===== config.mk =====
export PLATFORM = sky130hd
export DESIGN_NAME = nes_pad_reader
export DESIGN_NICKNAME = d
export VERILOG_FILES = /design/src/rtl/nes_pad_pkg.sv /design/src/rtl/nes_serial_frame.sv /design/src/rtl/nes_pad_reader.sv
export SDC_FILE = /design/constraint.sdc
export NUM_CORES = 1
export LEC_CHECK = 0
export ABC_CLOCK_PERIOD_IN_PS = 4760
export BUFFER_PORTS_ARGS = -buffer_cell sky130_fd_sc_hd__buf_2
export CORE_UTILIZATION = 57
export DETAILED_ROUTE_END_ITERATION = 12
export GPL_TIMING_DRIVEN = 0
export PLACE_DENSITY = 0.75
export SYNTH_ARGS = -nofsm -noshare
export SYNTH_HDL_FRONTEND = slang
export SYNTH_SLANG_ARGS = --single-unit

===== constraint.sdc =====
create_clock -name clk -period 4.76 [get_ports clk]
set_input_delay 0.476 -clock clk [delete_from_list [all_inputs] [get_ports clk]]
set_output_delay 0.476 -clock clk [all_outputs]
set_load 0.05 [all_outputs]

===== src/rtl/nes_pad_pkg.sv =====
// nes_pad_pkg: shared definitions for the NES gamepad reader.
//   - button bit indices inside the 8-bit button vector
//   - event codes presented to the grid controller
//   - frame FSM state encoding
//   - helpers that pick the event for a set of new presses / held buttons
package nes_pad_pkg;

  localparam int BTN_A      = 0;
  localparam int BTN_B      = 1;
  localparam int BTN_SELECT = 2;
  localparam int BTN_START  = 3;
  localparam int BTN_UP     = 4;
  localparam int BTN_DOWN   = 5;
  localparam int BTN_LEFT   = 6;
  localparam int BTN_RIGHT  = 7;

  localparam logic [3:0] CODE_NONE      = 4'd0;
  localparam logic [3:0] CODE_LEFT      = 4'd1;
  localparam logic [3:0] CODE_RIGHT     = 4'd2;
  localparam logic [3:0] CODE_DOWN      = 4'd3;
  localparam logic [3:0] CODE_ROT_CW    = 4'd4;
  localparam logic [3:0] CODE_ROT_CCW   = 4'd5;
  localparam logic [3:0] CODE_HARD_DROP = 4'd6;
  localparam logic [3:0] CODE_PAUSE     = 4'd7;

  typedef enum logic [1:0] {
    ST_IDLE   = 2'd0,
    ST_LATCH  = 2'd1,
    ST_SHIFT  = 2'd2,
    ST_DECODE = 2'd3
  } frame_state_e;

  // Highest-priority newly pressed button: Start > A > B > Up > Down > Left > Right.
  function automatic logic [3:0] press_code(input logic [7:0] pressed);
    logic [3:0] code;
    if (pressed[BTN_START]) begin
      code = CODE_PAUSE;
    end else if (pressed[BTN_A]) begin
      code = CODE_ROT_CW;
    end else if (pressed[BTN_B]) begin
      code = CODE_ROT_CCW;
    end else if (pressed[BTN_UP]) begin
      code = CODE_HARD_DROP;
    end else if (pressed[BTN_DOWN]) begin
      code = CODE_DOWN;
    end else if (pressed[BTN_LEFT]) begin
      code = CODE_LEFT;
    end else if (pressed[BTN_RIGHT]) begin
      code = CODE_RIGHT;
    end else begin
      code = CODE_NONE;
    end
    return code;
  endfunction

  // Single held direction eligible for auto-repeat: Down > Left > Right.
  function automatic logic [3:0] held_dir(input logic [7:0] held);
    logic [3:0] code;
    if (held[BTN_DOWN]) begin
      code = CODE_DOWN;
    end else if (held[BTN_LEFT]) begin
      code = CODE_LEFT;
    end else if (held[BTN_RIGHT]) begin
      code = CODE_RIGHT;
    end else begin
      code = CODE_NONE;
    end
    return code;
  endfunction

endpackage


===== src/rtl/nes_serial_frame.sv =====
// nes_serial_frame: drives one latch/shift transaction with an NES pad.
//   clk, reset     : system clock, async active-low reset
//   start          : one-cycle strobe, begins a frame when idle
//   nes_data       : pad serial data (active-low buttons), asynchronous
//   nes_latch      : latch pulse to pad, 2*PULSE_CYCLES long
//   nes_clk        : shift clock, 7 high pulses between 8 low windows
//   frame_done     : high for the single DECODE cycle
//   frame_data     : captured buttons, active-high, bit i = i-th bit shifted out
// The frame is LATCH (2 slots) then SHIFT (15 slots: even = low window,
// odd = nes_clk high), each slot PULSE_CYCLES long, then one DECODE cycle.
// nes_data passes through a two-flop synchronizer, so the sampled value is
// the pad level two cycles before the end of the low window; the pad changes
// data only on the nes_clk rising edge, so PULSE_CYCLES must be at least 3.
module nes_serial_frame
  import nes_pad_pkg::*;
#(
  parameter int PULSE_CYCLES = 300
) (
  input  logic       clk,
  input  logic       reset,
  input  logic       start,
  input  logic       nes_data,
  output logic       nes_latch,
  output logic       nes_clk,
  output logic       frame_done,
  output logic [7:0] frame_data
);

  localparam int PW = (PULSE_CYCLES > 1) ? $clog2(PULSE_CYCLES) : 1;
  localparam logic [PW-1:0] PULSE_LAST = PW'(PULSE_CYCLES - 1);

  frame_state_e  state_r, state_nx;
  logic [PW-1:0] pulse_r, pulse_nx;
  logic [3:0]    slot_r, slot_nx;
  logic [7:0]    data_r;
  logic          latch_r, clk_r;
  logic          sample_s;
  logic [1:0]    sync_r;

  // Bring the asynchronous pad data into the clk domain.
  always_ff @(posedge clk or negedge reset) begin
    if (!reset) begin
      sync_r <= 2'b11;
    end else begin
      sync_r <= {sync_r[0], nes_data};
    end
  end

  // Frame FSM next state, slot/pulse counters and sample strobe.
  always_comb begin
    state_nx = state_r;
    pulse_nx = pulse_r;
    slot_nx  = slot_r;
    sample_s = 1'b0;
    case (state_r)
      ST_IDLE: begin
        if (start) begin
          state_nx = ST_LATCH;
          pulse_nx = {PW{1'b0}};
          slot_nx  = 4'd0;
        end else begin
          state_nx = ST_IDLE;
        end
      end
      ST_LATCH: begin
        if (pulse_r == PULSE_LAST) begin
          pulse_nx = {PW{1'b0}};
          if (slot_r == 4'd1) begin
            state_nx = ST_SHIFT;
            slot_nx  = 4'd0;
          end else begin
            slot_nx = slot_r + 4'd1;
          end
        end else begin
          pulse_nx = pulse_r + PW'(1);
        end
      end
      ST_SHIFT: begin
        if (pulse_r == PULSE_LAST) begin
          pulse_nx = {PW{1'b0}};
          sample_s = ~slot_r[0];
          if (slot_r == 4'd14) begin
            state_nx = ST_DECODE;
            slot_nx  = 4'd0;
          end else begin
            slot_nx = slot_r + 4'd1;
          end
        end else begin
          pulse_nx = pulse_r + PW'(1);
        end
      end
      ST_DECODE: begin
        state_nx = ST_IDLE;
      end
      default: begin
        state_nx = ST_IDLE;
        pulse_nx = {PW{1'b0}};
        slot_nx  = 4'd0;
      end
    endcase
  end

  // State, counters and pad outputs; outputs follow the next state so they
  // are registered yet aligned with the state they belong to.
  always_ff @(posedge clk or negedge reset) begin
    if (!reset) begin
      state_r <= ST_IDLE;
      pulse_r <= {PW{1'b0}};
      slot_r  <= 4'd0;
      latch_r <= 1'b0;
      clk_r   <= 1'b0;
    end else begin
      state_r <= state_nx;
      pulse_r <= pulse_nx;
      slot_r  <= slot_nx;
      latch_r <= (state_nx == ST_LATCH);
      clk_r   <= (state_nx == ST_SHIFT) && slot_nx[0];
    end
  end

  // Shift register: first bit out of the pad lands in bit 0 after 8 shifts.
  always_ff @(posedge clk or negedge reset) begin
    if (!reset) begin
      data_r <= 8'h00;
    end else if ((state_r == ST_IDLE) && start) begin
      data_r <= 8'h00;
    end else if (sample_s) begin
      data_r <= {~sync_r[1], data_r[7:1]};
    end else begin
      data_r <= data_r;
    end
  end

  assign nes_latch  = latch_r;
  assign nes_clk    = clk_r;
  assign frame_done = (state_r == ST_DECODE);
  assign frame_data = data_r;

endmodule


===== src/rtl/nes_pad_reader.sv =====
// nes_pad_reader: polls an NES pad and turns button changes into move events.
//   clk, reset  : system clock, async active-low reset
//   nes_data    : pad serial data in (active-low)
//   nes_latch   : latch pulse to pad
//   nes_clk     : shift clock to pad
//   buttons     : button state of the last poll, active-high
//   button_code : one-cycle event code, 0 when idle
//   code_valid  : high exactly while button_code is non-zero
//   pad_reset   : one-cycle request on a fresh Start+Select chord
// The poll counter free-runs; its terminal count starts a frame. On the
// frame's DECODE cycle, edge detection, priority encoding and the
// auto-repeat counter produce at most one event.
module nes_pad_reader
  import nes_pad_pkg::*;
#(
  parameter int POLL_CYCLES  = 833_333,
  parameter int PULSE_CYCLES = 300,
  parameter int REPEAT_DELAY = 16,
  parameter int REPEAT_RATE  = 4
) (
  input  logic       clk,
  input  logic       reset,
  input  logic       nes_data,
  output logic       nes_latch,
  output logic       nes_clk,
  output logic [7:0] buttons,
  output logic [3:0] button_code,
  output logic       code_valid,
  output logic       pad_reset
);

  localparam int PCW = $clog2(POLL_CYCLES);
  localparam logic [PCW-1:0] POLL_LAST = PCW'(POLL_CYCLES - 1);
  // Repeat counter lives in DELAY..DELAY+RATE once repeating, so it never
  // needs to count past DELAY+RATE.
  localparam int RW = $clog2(REPEAT_DELAY + REPEAT_RATE + 1);
  localparam logic [RW-1:0] REP_FIRST = RW'(REPEAT_DELAY);
  localparam logic [RW-1:0] REP_NEXT  = RW'(REPEAT_DELAY + REPEAT_RATE);

  logic [PCW-1:0] poll_cnt_r;
  logic           start_s;
  logic           frame_done_s;
  logic [7:0]     frame_data_s;

  logic [7:0]     buttons_r, prev_r;
  logic [RW-1:0]  rep_r, rep_nx, rep_inc_s;
  logic [3:0]     dir_r, dir_nx, dir_s, press_s, code_nx;
  logic [3:0]     code_r;
  logic           valid_r, pad_reset_r, pad_reset_nx;
  logic [7:0]     new_s;
  logic           chord_s, prev_chord_s;

  // Free-running poll counter; terminal count requests a frame.
  always_ff @(posedge clk or negedge reset) begin
    if (!reset) begin
      poll_cnt_r <= {PCW{1'b0}};
    end else if (poll_cnt_r == POLL_LAST) begin
      poll_cnt_r <= {PCW{1'b0}};
    end else begin
      poll_cnt_r <= poll_cnt_r + PCW'(1);
    end
  end

  assign start_s = (poll_cnt_r == POLL_LAST);

  nes_serial_frame #(
    .PULSE_CYCLES (PULSE_CYCLES)
  ) u_frame (
    .clk        (clk),
    .reset      (reset),
    .start      (start_s),
    .nes_data   (nes_data),
    .nes_latch  (nes_latch),
    .nes_clk    (nes_clk),
    .frame_done (frame_done_s),
    .frame_data (frame_data_s)
  );

  assign new_s        = frame_data_s & ~prev_r;
  assign chord_s      = frame_data_s[BTN_START] & frame_data_s[BTN_SELECT];
  assign prev_chord_s = prev_r[BTN_START] & prev_r[BTN_SELECT];
  assign press_s      = press_code(new_s);
  assign dir_s        = held_dir(frame_data_s);
  assign rep_inc_s    = rep_r + RW'(1);

  // Event selection for the poll being decoded.
  always_comb begin
    code_nx      = CODE_NONE;
    pad_reset_nx = 1'b0;
    rep_nx       = rep_r;
    dir_nx       = dir_r;
    if (chord_s && !prev_chord_s) begin
      pad_reset_nx = 1'b1;
      rep_nx       = {RW{1'b0}};
      dir_nx       = CODE_NONE;
    end else if (chord_s) begin
      rep_nx = {RW{1'b0}};
      dir_nx = CODE_NONE;
    end else if (press_s != CODE_NONE) begin
      code_nx = press_s;
      rep_nx  = {RW{1'b0}};
      dir_nx  = dir_s;
    end else if ((dir_s != CODE_NONE) && (dir_s == dir_r)) begin
      rep_nx = rep_inc_s;
      if (rep_inc_s == REP_FIRST) begin
        code_nx = dir_s;
      end else if (rep_inc_s == REP_NEXT) begin
        code_nx = dir_s;
        rep_nx  = REP_FIRST;
      end else begin
        code_nx = CODE_NONE;
      end
    end else begin
      // Direction changed or released: restart the hold count.
      rep_nx = {RW{1'b0}};
      dir_nx = dir_s;
    end
  end

  // Poll state and one-cycle event outputs, updated only on DECODE.
  always_ff @(posedge clk or negedge reset) begin
    if (!reset) begin
      buttons_r   <= 8'h00;
      prev_r      <= 8'h00;
      rep_r       <= {RW{1'b0}};
      dir_r       <= CODE_NONE;
      code_r      <= CODE_NONE;
      valid_r     <= 1'b0;
      pad_reset_r <= 1'b0;
    end else if (frame_done_s) begin
      buttons_r   <= frame_data_s;
      prev_r      <= frame_data_s;
      rep_r       <= rep_nx;
      dir_r       <= dir_nx;
      code_r      <= code_nx;
      valid_r     <= (code_nx != CODE_NONE);
      pad_reset_r <= pad_reset_nx;
    end else begin
      code_r      <= CODE_NONE;
      valid_r     <= 1'b0;
      pad_reset_r <= 1'b0;
    end
  end

  assign buttons     = buttons_r;
  assign button_code = code_r;
  assign code_valid  = valid_r;
  assign pad_reset   = pad_reset_r;

endmodule


## Word level (Yosys, flattened, before mapping)

Cells that the tools add are included.
W data, S select, Z words.

| storage, ports and cells | value |
|---|---|
| output and inout bits | 16 |
| logic and storage cells | 107 |
| register bits after elaboration | 70 |
| bits of input ports | 3 |

| operators by class | value |
|---|---|
| multiplexer cells | 50 |
| reductions and logical operators | 16 |
| $add $sub $neg | 4 |
| bitwise logic cells | 6 |
| equal/unequal tests | 16 |

Operators by type and width:

| operator | number |
|---|---|
| $mux W4 | 17 |
| $mux W5 | 6 |
| $add A20 B1 Y20 const B | 1 |
| $eq A20 B20 Y1 const B | 1 |
| $mux W2 | 10 |
| $mux W20 | 1 |
| $mux W9 | 2 |
| $pmux W9 S2 | 1 |
| $mux W8 | 2 |
| $pmux W4 S3 | 1 |
| $reduce_bool A4 Y1 | 3 |
| $eq A5 B5 Y1 const B | 2 |
| $add A9 B1 Y9 const B | 1 |
| $eq A9 B9 Y1 const B | 1 |
| $mux W3 | 3 |
| $and A8 B8 Y8 | 1 |
| $not A8 Y8 | 1 |
| $pmux W2 S4 | 1 |
| $eq A2 B2 Y1 const B | 3 |
| $mux W1 | 6 |
| $ne A2 B1 Y1 const B | 3 |
| $add A5 B1 Y5 const B | 1 |
| $add A4 B1 Y4 const B | 1 |
| $eq A2 B1 Y1 const B | 2 |
| other kinds (14) | 21 |

## Longest topological paths before layout

| logic depth | value |
|---|---|
| depth in word-level cells | 15 |
| depth in mapped cells | 9 |
| depth with buffers taken out | 7 |

## By module

A second synthesis with hierarchy kept.

| unflattened totals | value |
|---|---|
| cells, all modules | 337 |
| area, all modules | 3515.9 um^2 |

Modules (own cells, without submodules):

| module | area an instance (um^2) | sequential area each (um^2) | times used | cells each |
|---|---|---|---|---|
| nes_pad_reader | 2064.5 | 1001.0 | 1 | 198 |
| nes_serial_frame | 1451.4 | 678.2 | 1 | 139 |

## Least setup slack after synthesis

OpenSTA, ideal clock, no wires.

| timing | value |
|---|---|
| path kind | reg-to-reg |
| start point | register prev_r[0] |
| end point | register rep_r[0] |
| path slack | 2822 ps |
| required time | 4665 ps |
| cell stages (with the launch flop) | 6 |
| period minus slack after synthesis | 1938 ps |
| arrival time | 1842 ps |
| buffers on the path | 0 |
| setup time | 95 ps |
| cells stage by stage | dfrtp_1 nand2b_1 and3_1 nor3b_1 nand2_1 o31ai_1 |

| on the way | value |
|---|---|
| cells in the longest elaborated chain, start to end | 8 |

RTL lines:

| element | line | text |
|---|---|---|
| from (decl) | nes_pad_reader.sv:45 | `logic [7:0] buttons_r, prev_r;` |
| from (signal assigned) | nes_pad_reader.sv:132 | `prev_r <= frame_data_s;` |
| $not A8 Y8 | nes_pad_reader.sv:79 | `assign new_s = frame_data_s & ~prev_r;` |
| $and A8 B8 Y8 | nes_pad_reader.sv:79 |  |
| $mux W3 | nes_pad_pkg.sv:38 | `end else if (pressed[BTN_A]) begin` |
| $mux W4 | nes_pad_pkg.sv:36 | `if (pressed[BTN_START]) begin` |
| $reduce_bool A4 Y1 | nes_pad_reader.sv:99 | `end else if (press_s != CODE_NONE) begin` |
| $mux W5 | nes_pad_reader.sv:99 |  |
| $mux W5 | nes_pad_reader.sv:96 | `end else if (chord_s) begin` |
| $mux W5 | nes_pad_reader.sv:92 | `if (chord_s && !prev_chord_s) begin` |
| to (signal assigned) | nes_pad_reader.sv:125 | `rep_r <= {RW{1'b0}};` |
| to (signal assigned) | nes_pad_reader.sv:133 | `rep_r <= rep_nx;` |
| to (decl) | nes_pad_reader.sv:46 | `logic [RW-1:0] rep_r, rep_nx, rep_inc_s;` |

Every way passes these cells.
A chain may end at the register's enable or synchronous reset.

## Final worst setup path

| timing | value |
|---|---|
| start point | register u_frame.state_r[1] |
| end point | register rep_r[0] |

| on the way | value |
|---|---|
| cells in the longest elaborated chain, start to end | 1 |

RTL lines:

| element | line | text |
|---|---|---|
| from (decl) | nes_serial_frame.sv:32 | `frame_state_e state_r, state_nx;` |
| from (signal assigned) | nes_serial_frame.sv:113 | `state_r <= state_nx;` |
| $eq A2 B2 Y1 | nes_serial_frame.sv:136 | `assign frame_done = (state_r == ST_DECODE);` |

Every way passes these cells.

==> flow_metrics.py <==
metrics = {
    "floorplan": {
        "die_h_um": 80.3,
        "dieArea_um2": 6450,
        "die_w_um": 80.3,
        "rows": 28,
        "initial_core_util_pct": 59.1,
        "ios": 19,
        "design.core.area_um2": 5920,
    },
    "power_and_ir_drop": {
        "p_seq_share_pct": 53.6,
        "p_sw_mw": 0.248,
        "p_per_area_nw_per_um2": 275,
        "vdd_ir_drop_max_mv": 0.167,
        "combPwrFrac_pct": 1.3,
        "p_clk_share_pct": 45.1,
        "total_leakage_power_nw": 1.75,
        "internal_power_mw": 0.817,
        "netSwitchingFraction_pct": 23.3,
    },
    "final_layout": {
        "final_common_cell": "dfrtp_1",
        "layout.cells.non_filler": 453,
        "final_cell_mix": "dfrtp_1 (65), nand2_1 (32), nor2_1 (23)",
        "final_area_um2": 3880,
        "drive_gt1_share_pct": 15.1,
        "area_delta_synth_final_pct": 10.9,
        "diodes": 0,
        "nNetsFinal": 386,
    },
    "routing": {
        "dr.pass1.iters": 4,
        "via_per_inst": 6.05,
        "drc": 0,
        "wire_per_inst_um": 15.0,
        "drt_iter0_drc": 192,
        "wirelength_um": 6810,
        "route.vias.total": 2740,
        "ant_nets": 0,
    },
    "setup_path": {
        "cp_data_arrival_time_ns": 2.57,
        "max_stage_delay_ns": 0.73,
        "cp_cell_sequence": "ha_1 -> buf_2 -> nand2_1 -> nor3b_1 -> nand2_1 -> o31ai_1",
        "crit_top_cell": "nand2_1",
        "worstSetupStartpoint": "u_frame.state_r[1]",
        "cpMaxStageDelayCell": "nor3b_1",
        "rr_startpoint": "u_frame.state_r[1]",
        "path_class": "flip-flop to flip-flop",
        "required_ns": 5.01,
        "worstPathMaxFanout": 9,
        "cp-end-kind": "flip-flop",
        "crit_path_start_kind": "flip-flop",
        "reg2regPathDepth": 6,
    },
    "grt": {
        "grt_pass1_wl_um": 11000,
        "grt_max_degree": 68,
        "track_usage_pct": 22.6,
        "grt_remaining_overflow": 0,
        "grt_util_met3_pct": 4.32,
        "grt_pass1_vias": 2434,
        "antenna_found_initial": 0,
        "use_met2_pct": 35.1,
        "met1_usage_pct": 29.9,
        "grt_busiest_layer": "met2",
    },
    "sta": {
        "hold_viol": 0,
        "fin_crit_ns": 2.32,
        "worstMarginPinSlew_ns": 0.838,
        "finClkSkew_ns": 0.00831,
        "finalSetupViolations": 0,
        "final.setup.tns_ns": 0,
        "fin_crit_sh_pct": 48.8,
        "drv_slew": 0,
        "fmax_mhz": 431,
        "slew_headroom_pct": 44.0,
        "rsz0062_at_grt": "false",
    },
    "clock_network": {
        "post_cts_buffers": 0,
        "cts_max_level": 3,
        "cts_tree": "yes",
        "cts.sinks": 67,
        "cts_root_buf": "clkbuf_8",
        "clkLatencyLatePin_ns": 0.35,
        "cts_buffers": 9,
        "cts_resized": 0,
        "postCtsHoldBufs": 0,
        "path_clk_slew_ns": 0.07,
        "clockBufferDepth": 2,
    },
    "synthesis": {
        "syn_area_um2": 3500,
        "synthArstFlopShare_pct": 100,
        "ys_warn_count": 0,
        "synth_edf_count": 0,
        "synth_top_area_share_pct": 46.5,
        "synth_cell_type_count": 64,
        "synth-seq-cells": 67,
        "synth_largest_area_cell": "dfrtp_1",
        "synth_area_leaders": "dfrtp_1 (47%), ha_1 (3.6%), nand2_1 (3.4%)",
        "ys.flop_type": "dfrtp_1",
        "syn_inst": 345,
        "syn-num-nets": 358,
        "ys_seq_area_share_pct": 48.0,
        "synth_area_per_cell_um2": 10.1,
    },
    "place": {
        "gp_congestion": 0.885,
        "portBuffers": 17,
        "dp_hpwl_um": 4610,
        "dpl.cell_count": 437,
        "placed_area_um2": 3680,
    },
    "status": {
        "status": "finished, final reports clean",
    },
    "job": {
        "cap_violations": 0,
    },
    "min_path": {
        "min_path_type": "primary input to asynchronous set/reset pin",
    },
}
-- cells in the mapped netlist, types with 4 or more instances --
cell type,count
nand3_1,17
nor2_1,23
and3_1,12
nand4_1,7
ha_1,10
clkbuf_1,4
dfrtp_1,65
a31oi_1,4
nor2b_1,6
xor2_1,5
or3_1,4
a41oi_1,6
nand2b_1,10
a21oi_1,14
mux2_2,9
a22o_1,10
xnor2_1,12
nor3_1,5
o21ai_0,12
nand2_1,32
inv_1,14
-- flip-flops by register name, summed over array words and instances, names as in the netlist --
signal,cells
button_code,3
code_valid,1
dir_r,2
pad_reset,1
poll_cnt_r,20
prev_r,8
rep_r,5
u_frame.frame_data,8
u_frame.nes_clk,1
u_frame.nes_latch,1
u_frame.pulse_r,9
u_frame.slot_r,4
u_frame.state_r,2
u_frame.sync_r,2
-- kinds of logic after synthesis --
logic type	Yosys count	synth area share, %
buf+inv	22	2.54
flops	67	48.0
xor+xnor	17	4.26
mux	12	3.76
fa+ha+maj	10	3.58
simple gates	144	23.2
other cells	1	0.107
compound gates	72	14.5
-- path summary, 6_finish.rpt --
| kind | endpoint | slack [ns] |
|---|---|---|
| worst max-delay path | rep_r[0] | 2.44 |
| worst min-delay path | u_frame.nes_latch | 0.22 |
| worst max register to register | rep_r[0] | 2.44 |
| worst min register to register | u_frame.sync_r[1] | 0.36 |
| max in group asynchronous | poll_cnt_r[13] | 3.99 |
| min in group clk | u_frame.sync_r[0] | 0.22 |
-- area by class of cell --
cell class	instances	area [um2]
plain buffers	8	36.3
flip-flops and latches	67	1680
inverters	14	52.6
clock buffers	9	124
clock inverters	7	76.3
well taps	75	93.8
multi-input cells	256	1730
fillers	474	2040
repair buffers	17	87.6
-- per-stage QoR --
stage,util [%],setup slack (ns),power (mW),hold slack [ns]
after global placement,62.1,2.53,0.596,0.346
after detailed placement,62.1,2.49,0.596,0.350
after CTS,65.5,2.46,1.07,0.216
after floorplan,-,2.82,0.584,0.180
after global routing,65.5,2.29,1.11,0.217
final,65.5,2.44,1.06,0.225
-- power by group through the flow --
stage	combinational (mW)	clock, mW	sequential [mW]
2_1_floorplan	0.00250	0	0.582
3_3_place_gp	0.0145	0	0.582
3_5_place_dp	0.0148	0	0.582
4_1_cts	0.0148	0.489	0.570
5_1_grt	0.0166	0.520	0.570
6_report	0.0139	0.480	0.570
-- layer usage --
layer / share of wire, % / vias up
li1: - / 1322
met4: 2.2 / 0
met2: 47 / 59
met5: 0 / -
met1: 47 / 1344
met3: 3.3 / 15
-- critical path, delay by kind of cell, from the launching register on --
family | cells | cell delay [ns]
fa+ha+maj | 1 | 0.18
flops | 1 | 0.45
buf+inv | 1 | 0.22
compound gates | 1 | 0.29
simple gates | 3 | 1.08
No activity file was read; power rests on OpenSTA's default activity.
